==> src/rtl/muldiv_pkg.sv <==
// Shared op/state encodings and iteration count for the RV32M multiply/divide unit.
package muldiv_pkg;

  localparam int ITER = 32;

  typedef enum logic [2:0] {
    OP_MUL    = 3'b000,
    OP_MULH   = 3'b001,
    OP_MULHSU = 3'b010,
    OP_MULHU  = 3'b011,
    OP_DIV    = 3'b100,
    OP_DIVU   = 3'b101,
    OP_REM    = 3'b110,
    OP_REMU   = 3'b111
  } op_e;

  typedef enum logic [1:0] {
    S_IDLE = 2'd0,
    S_RUN  = 2'd1,
    S_DONE = 2'd2
  } state_e;

  function automatic logic is_div(input op_e op);
    return op[2];
  endfunction

  // MUL shares the signed path with MULH; its low half is sign-agnostic anyway.
  function automatic logic a_signed(input op_e op);
    return op inside {OP_MUL, OP_MULH, OP_MULHSU, OP_DIV, OP_REM};
  endfunction

  function automatic logic b_signed(input op_e op);
    return op inside {OP_MUL, OP_MULH, OP_DIV, OP_REM};
  endfunction

endpackage

==> src/rtl/muldiv_step.sv <==
// One combinational iteration: shift-add multiply or restoring shift-subtract divide.
// {hi,lo} is the double-width accumulator; opnd is the multiplicand or divisor magnitude.
module muldiv_step
  import muldiv_pkg::*;
#(
  parameter int DW = 32
) (
  input  logic          is_div,
  input  logic [DW-1:0] hi,
  input  logic [DW-1:0] lo,
  input  logic [DW-1:0] opnd,
  output logic [DW-1:0] hi_nxt,
  output logic [DW-1:0] lo_nxt
);

  logic [DW:0]   sum;
  logic [DW:0]   shifted;
  logic [DW-1:0] diff;
  logic          ge;

  always_comb begin
    sum     = {1'b0, hi} + (lo[0] ? {1'b0, opnd} : '0);
    shifted = {hi, lo[DW-1]};
    ge      = shifted >= {1'b0, opnd};
    // When ge holds the difference is below opnd, so the low DW bits are exact.
    diff    = shifted[DW-1:0] - opnd;
    if (is_div) begin
      hi_nxt = ge ? diff : shifted[DW-1:0];
      lo_nxt = {lo[DW-2:0], ge};
    end else begin
      hi_nxt = sum[DW:1];
      lo_nxt = {sum[0], lo[DW-1:1]};
    end
  end

endmodule

==> src/rtl/muldiv_unit.sv <==
// Iterative RV32M multiply/divide: 32-cycle run, done one cycle later; div-by-zero/overflow finish in cycle 1.
// No backpressure: start is only sampled in IDLE, busy stalls the issuing core.
module muldiv_unit
  import muldiv_pkg::*;
#(
  parameter int DW = 32
) (
  input  logic          clk,
  input  logic          rst,
  input  logic          start,
  input  logic [2:0]    funct3,
  input  logic [DW-1:0] op_a,
  input  logic [DW-1:0] op_b,
  output logic          busy,
  output logic          done,
  output logic [DW-1:0] result
);

  localparam int            CW       = $clog2(ITER);
  localparam logic [CW-1:0] CNT_LAST = CW'(ITER - 1);
  localparam logic [DW-1:0] MIN_NEG  = {1'b1, {(DW-1){1'b0}}};

  state_e        state, state_nxt;
  logic [CW-1:0] cnt;
  op_e           op_q;
  logic [DW-1:0] acc_hi, acc_lo, opnd;
  logic          neg_q, neg_r;

  op_e           op_in;
  logic          sgn_a, sgn_b;
  logic [DW-1:0] mag_a, mag_b;
  logic          div_zero, div_ovf, short_op;
  logic [DW-1:0] short_res;

  always_comb begin
    op_in     = op_e'(funct3);
    sgn_a     = a_signed(op_in) & op_a[DW-1];
    sgn_b     = b_signed(op_in) & op_b[DW-1];
    mag_a     = sgn_a ? -op_a : op_a;
    mag_b     = sgn_b ? -op_b : op_b;
    div_zero  = is_div(op_in) && (op_b == '0);
    div_ovf   = (op_in == OP_DIV || op_in == OP_REM) && (op_a == MIN_NEG) && (op_b == '1);
    short_op  = div_zero | div_ovf;
    short_res = '0;
    case (op_in)
      OP_DIV, OP_DIVU: short_res = div_zero ? '1 : MIN_NEG;
      OP_REM, OP_REMU: short_res = div_zero ? op_a : '0;
      default:         short_res = '0;
    endcase
  end

  logic          op_is_div;
  logic [DW-1:0] step_hi, step_lo;

  assign op_is_div = is_div(op_q);

  muldiv_step #(.DW(DW)) u_step (
    .is_div (op_is_div),
    .hi     (acc_hi),
    .lo     (acc_lo),
    .opnd   (opnd),
    .hi_nxt (step_hi),
    .lo_nxt (step_lo)
  );

  // Sign fix-up is applied to the last step's output so result is ready in DONE.
  logic [2*DW-1:0] prod;
  logic [DW-1:0]   quo, rem, final_res;

  always_comb begin
    prod      = {step_hi, step_lo};
    if (neg_q) prod = -prod;
    quo       = neg_q ? -step_lo : step_lo;
    rem       = neg_r ? -step_hi : step_hi;
    final_res = '0;
    case (op_q)
      OP_MUL:                      final_res = prod[DW-1:0];
      OP_MULH, OP_MULHSU, OP_MULHU: final_res = prod[2*DW-1:DW];
      OP_DIV, OP_DIVU:             final_res = quo;
      default:                     final_res = rem;
    endcase
  end

  always_ff @(posedge clk) begin
    if (rst) state <= S_IDLE;
    else     state <= state_nxt;
  end

  always_comb begin
    state_nxt = state;
    busy      = 1'b0;
    done      = 1'b0;
    case (state)
      S_IDLE: if (start) state_nxt = short_op ? S_DONE : S_RUN;
      S_RUN: begin
        busy = 1'b1;
        if (cnt == CNT_LAST) state_nxt = S_DONE;
      end
      S_DONE: begin
        busy      = 1'b1;
        done      = 1'b1;
        state_nxt = S_IDLE;
      end
      default: state_nxt = S_IDLE;
    endcase
  end

  always_ff @(posedge clk) begin
    if (rst) begin
      cnt    <= '0;
      op_q   <= OP_MUL;
      acc_hi <= '0;
      acc_lo <= '0;
      opnd   <= '0;
      neg_q  <= 1'b0;
      neg_r  <= 1'b0;
      result <= '0;
    end else if (state == S_IDLE && start) begin
      op_q   <= op_in;
      cnt    <= '0;
      neg_q  <= sgn_a ^ sgn_b;
      neg_r  <= sgn_a;
      acc_hi <= '0;
      if (is_div(op_in)) begin
        acc_lo <= mag_a;
        opnd   <= mag_b;
      end else begin
        acc_lo <= mag_b;
        opnd   <= mag_a;
      end
      if (short_op) result <= short_res;
    end else if (state == S_RUN) begin
      acc_hi <= step_hi;
      acc_lo <= step_lo;
      cnt    <= cnt + CW'(1);
      if (cnt == CNT_LAST) result <= final_res;
    end
  end

endmodule

==> config.mk <==
export PLATFORM = sky130hd
export DESIGN_NAME = muldiv_unit
export DESIGN_NICKNAME = d
export VERILOG_FILES = /design/src/rtl/muldiv_pkg.sv /design/src/rtl/muldiv_step.sv /design/src/rtl/muldiv_unit.sv
export SDC_FILE = /design/constraint.sdc
export NUM_CORES = 1
export LEC_CHECK = 0
export BUFFER_PORTS_ARGS = -buffer_cell sky130_fd_sc_hd__buf_4
export CORE_MARGIN = 8
export CORE_UTILIZATION = 52
export DETAILED_ROUTE_END_ITERATION = 10
export GPL_TIMING_DRIVEN = 0
export PLACE_DENSITY = 0.7
export SETUP_SLACK_MARGIN = 0.15
export SYNTH_ARGS = -nofsm -noshare
export SYNTH_HDL_FRONTEND = slang
export SYNTH_SLANG_ARGS = --single-unit
==> constraint.sdc <==
create_clock -name clk -period 10.8 [get_ports clk]
set_clock_uncertainty 0.1 [all_clocks]
set_input_delay 1.08 -clock clk [delete_from_list [all_inputs] [get_ports clk]]
set_output_delay 1.08 -clock clk [all_outputs]
set_load 0.02 [all_outputs]
## Yosys cells after proc, flatten, opt, wreduce, memory -nomap -nowiden

Index checks and enable logic that the tools add are counted.

- Shifts and indexed selects: 0
- Equal/unequal tests: 19
- Divide/modulo/power cells: 0
- Multiplexer cells: 27
- $add $sub $neg: 8
- Magnitude comparators: 1
- Bitwise logic cells: 4
- Reductions and logical operators: 21
- Multipliers: 0

Operators by type and width:

| kind | count |
|---|---|
| $mux W32 | 17 |
| $neg A32 Y32 | 4 |
| $pmux W32 S3 | 1 |
| $eq A32 B32 Y1 const B | 2 |
| $mux W64 | 1 |
| $neg A64 Y64 | 1 |
| $pmux W32 S2 | 1 |
| $add A32 B33 Y33 | 1 |
| $ge A33 B32 Y1 | 1 |
| $logic_not A32 Y1 | 1 |
| $sub A32 B32 Y32 | 1 |
| $mux W31 | 1 |
| $eq A3 B3 Y1 const B | 6 |
| $reduce_or A2 Y1 | 5 |
| $eq A3 B2 Y1 const B | 3 |
| $eq A3 B1 Y1 const B | 2 |
| $logic_not A3 Y1 | 2 |
| $mux W2 | 3 |
| $ne A2 B2 Y1 const B | 3 |
| $add A5 B1 Y5 const B | 1 |
| $eq A5 B5 Y1 const B | 1 |
| $reduce_bool A5 Y1 | 1 |
| $logic_and A1 B1 Y1 | 4 |
| $pmux W2 S2 | 1 |
| other kinds (13) | 16 |

- Memories: 0
- Output and inout port bits: 34
- Bits in writable memories: 0
- Latch bits: 0
- Word-level logic and storage cells: 89
- Input bits: 70
- ROM bits: 0
- Register bits after elaboration: 140

## Longest topological paths before layout

Gate-level depths: netlist of the first run.

- Depth in word-level cells: 9
- Depth in mapped cells: 26
- Depth with buffers taken out: 22

## By module

Synthesis of the first run repeated with hierarchy kept, for this count alone.

- Cell total of the unflattened synthesis: 2087
- Area, all modules: 15157.0 um^2

By module, submodules not included:

| module | sequential area each (um^2) | cells an instance | area an instance (um^2) | times used |
|---|---|---|---|---|
| muldiv_unit | 2802.7 | 1407 | 10546.4 | 1 |
| muldiv_step | 0.0 | 680 | 4610.7 | 1 |

## Worst setup path after synthesis of the first run

Ideal clock, no wire load.

- Path type: reg2reg
- Start point: register opnd[28]
- End point: register result[22]
- Cell stages (with the launch flop): 26
- Library setup time: 0.114 ns
- Required time: 10.586 ns
- Arrival: 5.044 ns
- Clock period less this slack: 5.259 ns
- Path buffers: 3
- Path slack: 5.541 ns
- Cells stage by stage: dfxtp_1 > inv_1 > ha_1 > a211oi_2 > o221ai_1 > a211o_1 > or3_1 > buf_6 > nor2_4 > buf_2 > buf_1 > nand2_1 > o21ai_0 > ha_1 > o21ai_0 > nor4_1 > o21ai_0 > nand2b_1 > or3_1 > inv_1 > nand3_1 > nor4_1 > nand2b_1 > xnor2_1 > a221oi_1 > a2111oi_0

- Word-level cells in the longest chain between the ends: 9
- Elaborated cells on any way between the ends: 14
- Classes of those cells: add/sub: 3; order compare: 1; mux: 10

RTL lines:

| item | RTL line | RTL |
|---|---|---|
| from (decl) | muldiv_unit.sv:26 | `logic [DW-1:0] acc_hi, acc_lo, opnd;` |
| from (signal assigned) | muldiv_unit.sv:126 | `opnd <= mag_b;` |
| from (signal assigned) | muldiv_unit.sv:129 | `opnd <= mag_a;` |
| $ge A33 B32 Y1 * | muldiv_step.sv:24 | `ge = shifted >= {1'b0, opnd};` |
| $mux W32 | muldiv_step.sv:28 | `hi_nxt = ge ? diff : shifted[DW-1:0];` |
| $mux W32 | muldiv_step.sv:27 | `if (is_div) begin` |
| $neg A64 Y64 / $neg A32 Y32 (equally long branches) | muldiv_unit.sv:72, muldiv_unit.sv:74 |  |
| $mux W64 / $mux W32 (equally long branches) | muldiv_unit.sv:72, muldiv_unit.sv:74 |  |
| $pmux W32 S3 * | muldiv_unit.sv:76 | `case (op_q)` |
| $mux W32 * | muldiv_unit.sv:136 | `if (cnt == CNT_LAST) result <= final_res;` |
| $mux W32 * | muldiv_unit.sv:132 | `end else if (state == S_RUN) begin` |
| $mux W32 * | muldiv_unit.sv:118 | `end else if (state == S_IDLE && start) begin` |
| to (signal assigned) | muldiv_unit.sv:131 | `if (short_op) result <= short_res;` |
| to (signal assigned) | muldiv_unit.sv:136 |  |
| to (decl) | muldiv_unit.sv:16 | `output logic [DW-1:0] result` |

Every way passes the cells marked *; elsewhere a longest branch is shown, timed or not. The select of a mux whose other input is x is not followed.
A chain may end at the register's enable or synchronous reset.

## Final worst setup path of the first run

- Start point: register op_q[2]
- End point: register result[24]

- Word-level cells in the longest chain between the ends: 7
- Elaborated cells on any way between the ends: 20
- Classes of those cells: add/sub: 3; eq/ne: 5; mux: 9; reduce/logical: 3

RTL lines:

| item | RTL line | RTL |
|---|---|---|
| from (decl) | muldiv_unit.sv:25 | `op_e op_q;` |
| from (signal assigned) | muldiv_unit.sv:119 | `op_q <= op_in;` |
| $mux W32 | muldiv_step.sv:27 |  |
| $neg A64 Y64 (tied with other cells) | muldiv_unit.sv:72 | `if (neg_q) prod = -prod;` |
| $mux W64 (tied with other cells) | muldiv_unit.sv:72 |  |
| $pmux W32 S3 * | muldiv_unit.sv:76 |  |
| $mux W32 * | muldiv_unit.sv:136 |  |
| $mux W32 * | muldiv_unit.sv:132 |  |
| $mux W32 * | muldiv_unit.sv:118 |  |

Marks and branches as above.

==> run summary, run 1 <==
After clock tree synthesis, the repair step resized 0 gates. TritonCTS built the clock tree. The first-pass GRT wire length is 115500 um, and the total overflow reported by the global router is 0. The path class of the tightest hold or removal check is flop to flop. The count of standard-cell rows is 65. The library cell used most frequently in the layout, excluding fill and tap cells, is sky130_fd_sc_hd__nand2_1. After routing, the total negative slack on setup checks comes to 0 ps. Summing all multi-input logic gate instances after layout gives 12510 um2. Height of the chip: 193.2 um. In this run the tightest slew margin relative to its limit is 14.04%.

The antenna violation net count after detailed routing was 0. The category of the critical setup timing path is flop to flop. Maximum number of buffers from clock root to sink: 2. The number of port buffers works out to 102. Setup violations remaining at the end of the flow were counted as 0.

The maximum fanout encountered on the critical timing path works out to 10. Of the total power, combinational logic draws 53.0%. At the worst endpoint, the required time is 11070 ps. The startpoint identified for the worst register-to-register timing path is op_q[2].

The logs give 2695 ps for the post-route worst setup slack and 31230 um2 for the placeable core region. Ratio of cells with drive above 1 in the final layout: 9.638%. Buffers added to address setup during post-CTS repair amount to 0. For this design the static power due to leakage is 0.006841 uW. For the design internal power, the log shows 1342 uW.

STA classifies the critical path endpoint as a flop. After clock tree synthesis, the clock-pin slew on the worst setup and hold paths is 70 ps. The initial antenna violation count is 0, and the total of fill cells in the finished design is 3135.

The flow ran to the end, and the final reports show no timing, DRC or antenna violations. The tools report the worst-case vdd ir drop as 0.0001196 V. The time the final worst path needs with I/O delays and setup was 8105 ps. The critical path data arrival time came out at 8370 ps.

Detailed placement ended at an HPWL of 63600 um. The worst hold path was traced through 2 stages. The root buffer selected by CTS was sky130_fd_sc_hd__clkbuf_16.

The tools report the worst slack at placement as 3270 ps. For this configuration, the core starts out at a cell density of 52.28%. For this run, asynchronously set or reset flops after synthesis account for 0%. Counting every net in the synthesized netlist gives 2471. Dividing the synthesized area by the synthesized cell count gives 7.022 um2.

The synthesis-stage register bit count came out at 140. The logs give 0 for the max-slew violation count and 37320 um2 for the area of the die. Global-route total usage across every layer: 41.47%. The synthesis-to-layout area growth is 11.46%. Counting the buffers created by CTS gives 17. The number of global-route vias before repair is 18600. Net switching is 49.68% of the power. STA classifies the critical path startpoint as a flop. The worst register-to-register path ends at result[24]. The tools report the proportion of power drawn by the clock network as 23.6%. In the final routed layout, each cell accounts on average for 27.44 um.

The run gives 78490 um as the total wirelength of the detailed-routed design. Prevailing post-synth register cell: sky130_fd_sc_hd__dfxtp_1. Sequential fraction of design power: 23.4%. Synthesis instantiated 100 different standard cells from the library.

The library cells used most frequently in the layout, excluding fill and tap cells, are sky130_fd_sc_hd__nand2_1 (265), sky130_fd_sc_hd__nor2_1 (214), sky130_fd_sc_hd__a21oi_1 (207), sky130_fd_sc_hd__o21ai_0 (154), sky130_fd_sc_hd__dfxtp_1 (140). The post-route core utilization was 58.27%. In this run, synthesis inferred 0 flip-flops with an integrated enable. The tool flagged a number of max-cap violations equal to 0.

For this run, the register share of the synthesized area comes to 17.17%. The number of diodes added for antenna fixing came out at 0. Number of detailed-route iterations in the first pass: 8. Counting cells, the worst reg-to-reg path comes to 25.

From left edge to right edge, the die measures 193.2 um. The detailed router finished its first iteration with 2357 violations. Excluding fillers, the count of instances in the completed layout stands at 2861.

Number of remaining DRC errors: 0. Of the available clock period, the critical path in the final layout requires 75.04%. In the final layout, flip-flops and latches occupy 2803 um2.

Top-level I/O count: 104. The run gives 19780 as the detailed-route via count. The number of standard cells after synthesis was 2325; the number of warnings reported in the yosys synthesis log was 0.

The global placement routability congestion is 1.080. The number of endpoints with negative hold slack in the final report was 0; the register-to-register setup slack was 2700 ps. In this run the most critical hold path is launched from result[6]. The actual transition at the worst max-transition pin works out to 1283 ps. For this design the total switching power over the nets is 1325 uW. The number of placed instances, taps included was 2829; the maximum number of pins on one net before global-route repair was 17. For the total of hold buffers inserted after clock tree synthesis, the log shows 0. The tools report the worst-case hold path end point as result[6].

Setup repair after global routing left no endpoint under its margin. The clock latency on the worst-skew pair came out at 460 ps. The average via count per standard cell is 6.912.

The tree built by TritonCTS fans out to 140 sinks. The run gives 16330 um2 as the cell area after technology mapping. The fmax was 0.1234 GHz; the number of levels the H-tree was split into was 4. The number of nets at the end of the flow was 2592. Power spread over the standard cell area amounts to 146.6 nW/um2.
==> routing by layer <==
metal  up-vias  GRT usage, %  share of wire, %
met4         0         34.02               9.2
met2      1348         65.46                44
met3       366         8.957                10
met5         -             0                 0
met1      9266         48.02                37
li1       8795             -                 -
==> critical path: stages, from the launching register on <==
cell	delay, ps
sky130_fd_sc_hd__dfxtp_1	320
sky130_fd_sc_hd__buf_4	170
sky130_fd_sc_hd__buf_4	210
sky130_fd_sc_hd__buf_4	270
sky130_fd_sc_hd__buf_2	280
sky130_fd_sc_hd__buf_2	300
sky130_fd_sc_hd__buf_4	260
sky130_fd_sc_hd__buf_2	350
sky130_fd_sc_hd__buf_2	410
sky130_fd_sc_hd__buf_2	430
sky130_fd_sc_hd__buf_2	430
sky130_fd_sc_hd__buf_2	390
sky130_fd_sc_hd__nand2_1	170
sky130_fd_sc_hd__o21ai_0	130
sky130_fd_sc_hd__ha_1	220
sky130_fd_sc_hd__o21ai_0	120
sky130_fd_sc_hd__nor4_1	470
sky130_fd_sc_hd__o21ai_0	520
sky130_fd_sc_hd__or2_2	490
sky130_fd_sc_hd__nor2_1	430
sky130_fd_sc_hd__nand2_1	160
sky130_fd_sc_hd__o41ai_1	420
sky130_fd_sc_hd__xor2_1	210
sky130_fd_sc_hd__o221ai_1	250
sky130_fd_sc_hd__o211ai_1	210
sky130_fd_sc_hd__a311oi_1	290
==> power by group through the flow <==
stage / Combinational, uW / Clock (uW) / Sequential (uW)
2_1_floorplan: 907 / 0 / 597
3_3_place_gp: 1320 / 0 / 628
3_5_place_dp: 1340 / 0 / 629
4_1_cts: 1340 / 618 / 618
5_1_grt: 1480 / 642 / 626
6_report: 1410 / 630 / 625
==> how the worst max path moves through the flow <==
stage	from	end	slack [ps]	cells after the start
after detailed placement	op_q[2]	result[22]	3270	26
after global placement	op_q[2]	result[20]	3350	25
after floorplan	opnd[28]	result[22]	5540	25
after CTS	op_q[2]	result[22]	3230	26
after global routing	op_q[2]	result[22]	2590	26
final	op_q[2]	result[24]	2700	25
==> cell usage after synthesis (9+ instances only) <==
master	number	area, um2
sky130_fd_sc_hd__buf_2	31	155.2
sky130_fd_sc_hd__nor3b_1	10	75.07
sky130_fd_sc_hd__nand3_1	31	155.2
sky130_fd_sc_hd__o21a_1	12	90.09
sky130_fd_sc_hd__a211oi_1	48	360.4
sky130_fd_sc_hd__mux2i_1	62	620.6
sky130_fd_sc_hd__nand2b_1	30	187.7
sky130_fd_sc_hd__a311oi_1	16	140.1
sky130_fd_sc_hd__nor4_1	22	137.6
sky130_fd_sc_hd__nor3_1	65	325.3
sky130_fd_sc_hd__nand4_1	41	256.5
sky130_fd_sc_hd__o21ai_0	154	770.7
sky130_fd_sc_hd__o211ai_1	100	750.7
sky130_fd_sc_hd__xor2_1	72	630.6
sky130_fd_sc_hd__and3_1	13	81.33
sky130_fd_sc_hd__o31ai_1	39	292.8
sky130_fd_sc_hd__and2_1	43	269.0
sky130_fd_sc_hd__buf_1	14	52.55
sky130_fd_sc_hd__nor2b_1	11	68.82
sky130_fd_sc_hd__nand2_1	265	994.7
sky130_fd_sc_hd__inv_1	78	292.8
sky130_fd_sc_hd__xnor2_1	106	928.4
sky130_fd_sc_hd__a21oi_1	207	1036
sky130_fd_sc_hd__a21o_1	22	165.2
sky130_fd_sc_hd__o221ai_1	13	113.9
sky130_fd_sc_hd__a22oi_1	9	67.56
sky130_fd_sc_hd__or2_2	12	75.07
sky130_fd_sc_hd__or4_1	11	82.58
sky130_fd_sc_hd__a31oi_1	25	156.4
sky130_fd_sc_hd__clkbuf_1	112	420.4
sky130_fd_sc_hd__nor2_1	214	803.3
sky130_fd_sc_hd__a221oi_1	17	148.9
sky130_fd_sc_hd__ha_1	74	925.9
sky130_fd_sc_hd__or3_1	30	187.7
sky130_fd_sc_hd__dfxtp_1	140	2803
sky130_fd_sc_hd__o21bai_1	10	75.07
sky130_fd_sc_hd__o21ai_1	9	45.04
==> cell type report <==
class                      instances  share of cell area, %
clock inverter                    15                 0.9695
sequential                       140                  15.40
clock buffer                      17                  2.338
timing repair buffer             102                  4.208
tap                              402                  2.764
buffer                           168                  3.940
inverter                          78                  1.609
multi-input combinational       1939                  68.77
==> state kept, by name, indices dropped and copies added, names as in the netlist <==
| name | count |
|---|---|
| op_q | 3 |
| acc_lo | 32 |
| cnt | 5 |
| neg_q | 1 |
| acc_hi | 32 |
| state | 2 |
| opnd | 32 |
| result | 32 |
| neg_r | 1 |
==> cell families after synthesis <==
| logic type | synth area share, % |
|---|---|
| AND/OR/NAND/NOR | 24.93 |
| flip-flops | 17.17 |
| XOR/XNOR | 9.549 |
| multiplexers | 4.215 |
| buffers and inverters | 6.184 |
| adder cells (fa/ha/maj) | 5.916 |
| AO/OA/AOI/OAI | 32.04 |
==> per-stage QoR <==
step | hold slack (ps) | area, um2 | total power, uW
final | 358.6 | 18200 | 2668
after floorplan | 340.3 | 16330 | 1504
after detailed placement | 353.1 | 17600 | 1965
after global placement | 344.7 | 17600 | 1948
after CTS | 362.2 | 18200 | 2579
after global routing | 377.5 | 18200 | 2747
Power figures use the tool's default switching activity.
==> run 2: changes to the inputs <==
==> constraint.sdc (replaced) <==
create_clock -name clk -period 7.9 [get_ports clk]
set_clock_uncertainty 0.1 [all_clocks]
set_input_delay 0.79 -clock clk [delete_from_list [all_inputs] [get_ports clk]]
set_output_delay 0.79 -clock clk [all_outputs]
set_load 0.02 [all_outputs]
==> run 2 against run 1 <==
- sequential power grew 36%
- non-clock buffer count is the same
- core utilization is essentially flat
- clock-buffer cell count is the same
- total power grew 37%
- final area is essentially flat
- cell count is the same
- register-to-register slack lost 2400 ps
- critical path depth is the same
- critical path type unchanged
==> run summary, run 2 (same netlist as run 1, synthesis figures left out) <==
The congestion estimate from routability-driven global placement came to 1.080. The average via count per standard cell was 6.888; the data required time of the worst path was 8120 ps. The maximum number of pins on one net before global-route repair was 17; the total of fill cells in the finished design was 3133.

At the end of the flow, the number of nets in the layout was 2592. The top-level I/O count was 104. Time the final worst path needs with I/O delays and setup: 7627 ps. Once detail routing completed, the nets flagged for antenna violations numbered 0. The run gives 52.9% as the portion of total power attributed to combinational logic. The analysis attributes to cell leakage a power of 0.006840 uW. The cell sitting at the root of the clock tree is a sky130_fd_sc_hd__clkbuf_16.

At the pin with the least slew margin, the transition time is 1304 ps. Leaving out fill and tap cells, the most frequent cells in the layout are sky130_fd_sc_hd__nand2_1 (265), sky130_fd_sc_hd__nor2_1 (214), sky130_fd_sc_hd__a21oi_1 (207), sky130_fd_sc_hd__o21ai_0 (153), sky130_fd_sc_hd__dfxtp_1 (140). The class of the tightest hold or removal check was flop to flop. The ratio of cells with drive above 1 in the final layout is 9.719%. The number of max-cap violations was 0; the total wirelength of the detailed-routed design was 78450 um. Dividing total power by cell area gives a power density of 200.2 nW/um2.

Of the total power, registers draw 23.4%. The design internal power was 1837 uW. For this configuration, the core starts out at a cell density of 52.28%. Clock-pin slew was measured on the worst setup and hold paths at 70 ps. The fmax is 0.1311 GHz, and the number of global-route vias before repair is 18600. The clock drives 140 sinks.

The worst-case vdd ir drop is 0.0001656 V, and the number of detailed-route iterations in the first pass is 8. The max-slew violation count was 0. For the area of the die, the log shows 37320 um2.

Leaving out fill and tap cells, the most frequent cell in the layout is sky130_fd_sc_hd__nand2_1. The number of port buffers is 102. TritonCTS built the clock tree.

STA classifies the critical path endpoint as a flop. The ratio of final minimum period to clock period came out at 96.55%. Measured against its own limit, the worst slew margin works out to 13.09%.

By startpoint and endpoint, the worst setup path is classified as flop to flop. The core region is 31230 um2. The die is 193.2 um wide. Buffers added to address setup during post-CTS repair amount to 0. The count of standard-cell rows is 65, and the first-iteration detailed-routing DRC count is 2348. Of the total power, the clock network draws 23.7%. The logs give 2 for the maximum number of buffers from clock root to sink and 1809 uW for the switching power of the nets. Initial antenna violation count: 0. Across all layers, the routed design uses 19710 vias. The critical path data arrival time is 7840 ps. The tools report the first-pass GRT wire length as 115500 um.

The clock latency on the worst-skew pair came out at 460 ps. The height of the chip is 193.2 um. At the placement stage, the worst setup path has a slack of 370.0 ps. The flow ran to the end, and the final reports show no timing, DRC or antenna violations. The global-route total usage across every layer was 41.47%; the number of setup violations in the final report was 0. Of the total power, the share spent switching nets is 49.61%.

On the final layout, the worst hold slack is 357.6 ps. For this run, design rule violations remaining after detail routing come to 0. Setup repair after global routing left no endpoint under its margin. The synthesis-to-layout area growth came out at 11.54%. The tools report the kind of start point of the critical path as a flop.

For the number of clock buffers inserted by TritonCTS, the log shows 17. The post-route worst setup slack came out at 272.9 ps. Once detailed placement completed, the half-perimeter wirelength came to 63600 um. After global routing the overflow that remains totals 0.

The tools report the setup total negative slack as 0 ps. The repair_antennas step left the layout with diodes totalling 0. For the number of levels the H-tree was split into, the log shows 4. In this run the worst path has a maximum fanout of 10. In the final routed layout, each cell accounts on average for 27.42 um. For the number of endpoints with negative hold slack in the final report, the log shows 0. Buffers inserted to repair hold after CTS numbered 0.
[run 2: changes by cell type in the layout (fill, tap and decap cells not counted)]
| cell | before | now |
|---|---|---|
| sky130_fd_sc_hd__clkbuf_4 | 0 | 2 |
| sky130_fd_sc_hd__nor4_2 | 1 | 2 |
| sky130_fd_sc_hd__ha_1 | 74 | 73 |
| sky130_fd_sc_hd__o21ai_1 | 9 | 10 |
| sky130_fd_sc_hd__nor4_1 | 22 | 21 |
| sky130_fd_sc_hd__ha_2 | 0 | 1 |
| sky130_fd_sc_hd__o21ai_0 | 154 | 153 |
| sky130_fd_sc_hd__buf_2 | 31 | 29 |
[run 2: path summary, 6_finish.rpt]
| path | startpoint | to | slack (ps) | cells past startpoint |
|---|---|---|---|---|
| setup reg to reg | op_q[2] | result[22] | 270 | 25 |
| hold reg to reg | result[6] | result[6] | 360 | 2 |
| setup / recovery | op_q[2] | result[22] | 270 | 25 |
| hold / removal | result[6] | result[6] | 360 | 2 |
[run 2: routing by layer]
layer	vias up	routed length (um)	track usage [%]
met1	9188	28420	48.02
met3	376	8295	8.957
met2	1354	34240	65.46
met4	0	7491	34.02
li1	8789	-	-
met5	-	0	0
[run 2: layout make-up]
| cell class | count | area, um2 | area share, % |
|---|---|---|---|
| multi-input combinational | 1939 | 12520 | 68.77 |
| sequential | 140 | 2803 | 15.39 |
| timing repair buffer | 102 | 765.7 | 4.205 |
| buffer | 168 | 721.9 | 3.964 |
| tap | 402 | 503.0 | 2.762 |
| clock buffer | 17 | 425.4 | 2.336 |
| inverter | 78 | 292.8 | 1.608 |
| clock inverter | 15 | 176.4 | 0.9687 |
[run 2: power by group through the flow]
stage               clock network, uW  registers [uW]  logic [uW]
global route                      877             855        2030
detailed placement                  0             860        1830
floorplan                           0             816        1240
global placement                    0             859        1800
CTS                               845             844        1840
finish                            863             853        1930
[run 2: per-stage QoR]
step | total power (uW) | std cells | instance area (um2) | util [%]
2_1_floorplan | 2056 | 2325 | 16330 | -
3_3_place_gp | 2663 | 2829 | 17600 | 56.34
3_5_place_dp | 2686 | 2829 | 17600 | 56.34
4_1_cts | 3526 | 2861 | 18200 | 58.27
5_1_grt | 3759 | 2861 | 18210 | 58.31
6_report | 3645 | 2861 | 18210 | 58.31
[run 2: what timing repair did]
action / in CTS / in global routing
hold endpoints to repair: 0 / 0
endpoints found under the setup margin: 0 / 11
gates resized for setup: 0 / 5
[run 2: worst max-delay path, stage by stage (launching register included)]
cell and delay (ps):
sky130_fd_sc_hd__dfxtp_1 310, sky130_fd_sc_hd__buf_4 160, sky130_fd_sc_hd__buf_4 200, sky130_fd_sc_hd__buf_4 260, sky130_fd_sc_hd__buf_2 280, sky130_fd_sc_hd__buf_2 300
sky130_fd_sc_hd__buf_4 250, sky130_fd_sc_hd__buf_2 350, sky130_fd_sc_hd__buf_2 400, sky130_fd_sc_hd__clkbuf_4 370, sky130_fd_sc_hd__clkbuf_4 350, sky130_fd_sc_hd__buf_2 400
sky130_fd_sc_hd__buf_2 400, sky130_fd_sc_hd__nand3_1 100, sky130_fd_sc_hd__o21ai_0 330, sky130_fd_sc_hd__ha_2 440, sky130_fd_sc_hd__nor3b_1 210, sky130_fd_sc_hd__o2111ai_1 180
sky130_fd_sc_hd__or3_1 420, sky130_fd_sc_hd__inv_1 110, sky130_fd_sc_hd__nand3_1 190, sky130_fd_sc_hd__nor4_1 380, sky130_fd_sc_hd__nand2b_1 180, sky130_fd_sc_hd__xnor2_1 220
sky130_fd_sc_hd__a221oi_1 130, sky130_fd_sc_hd__a2111oi_0 410
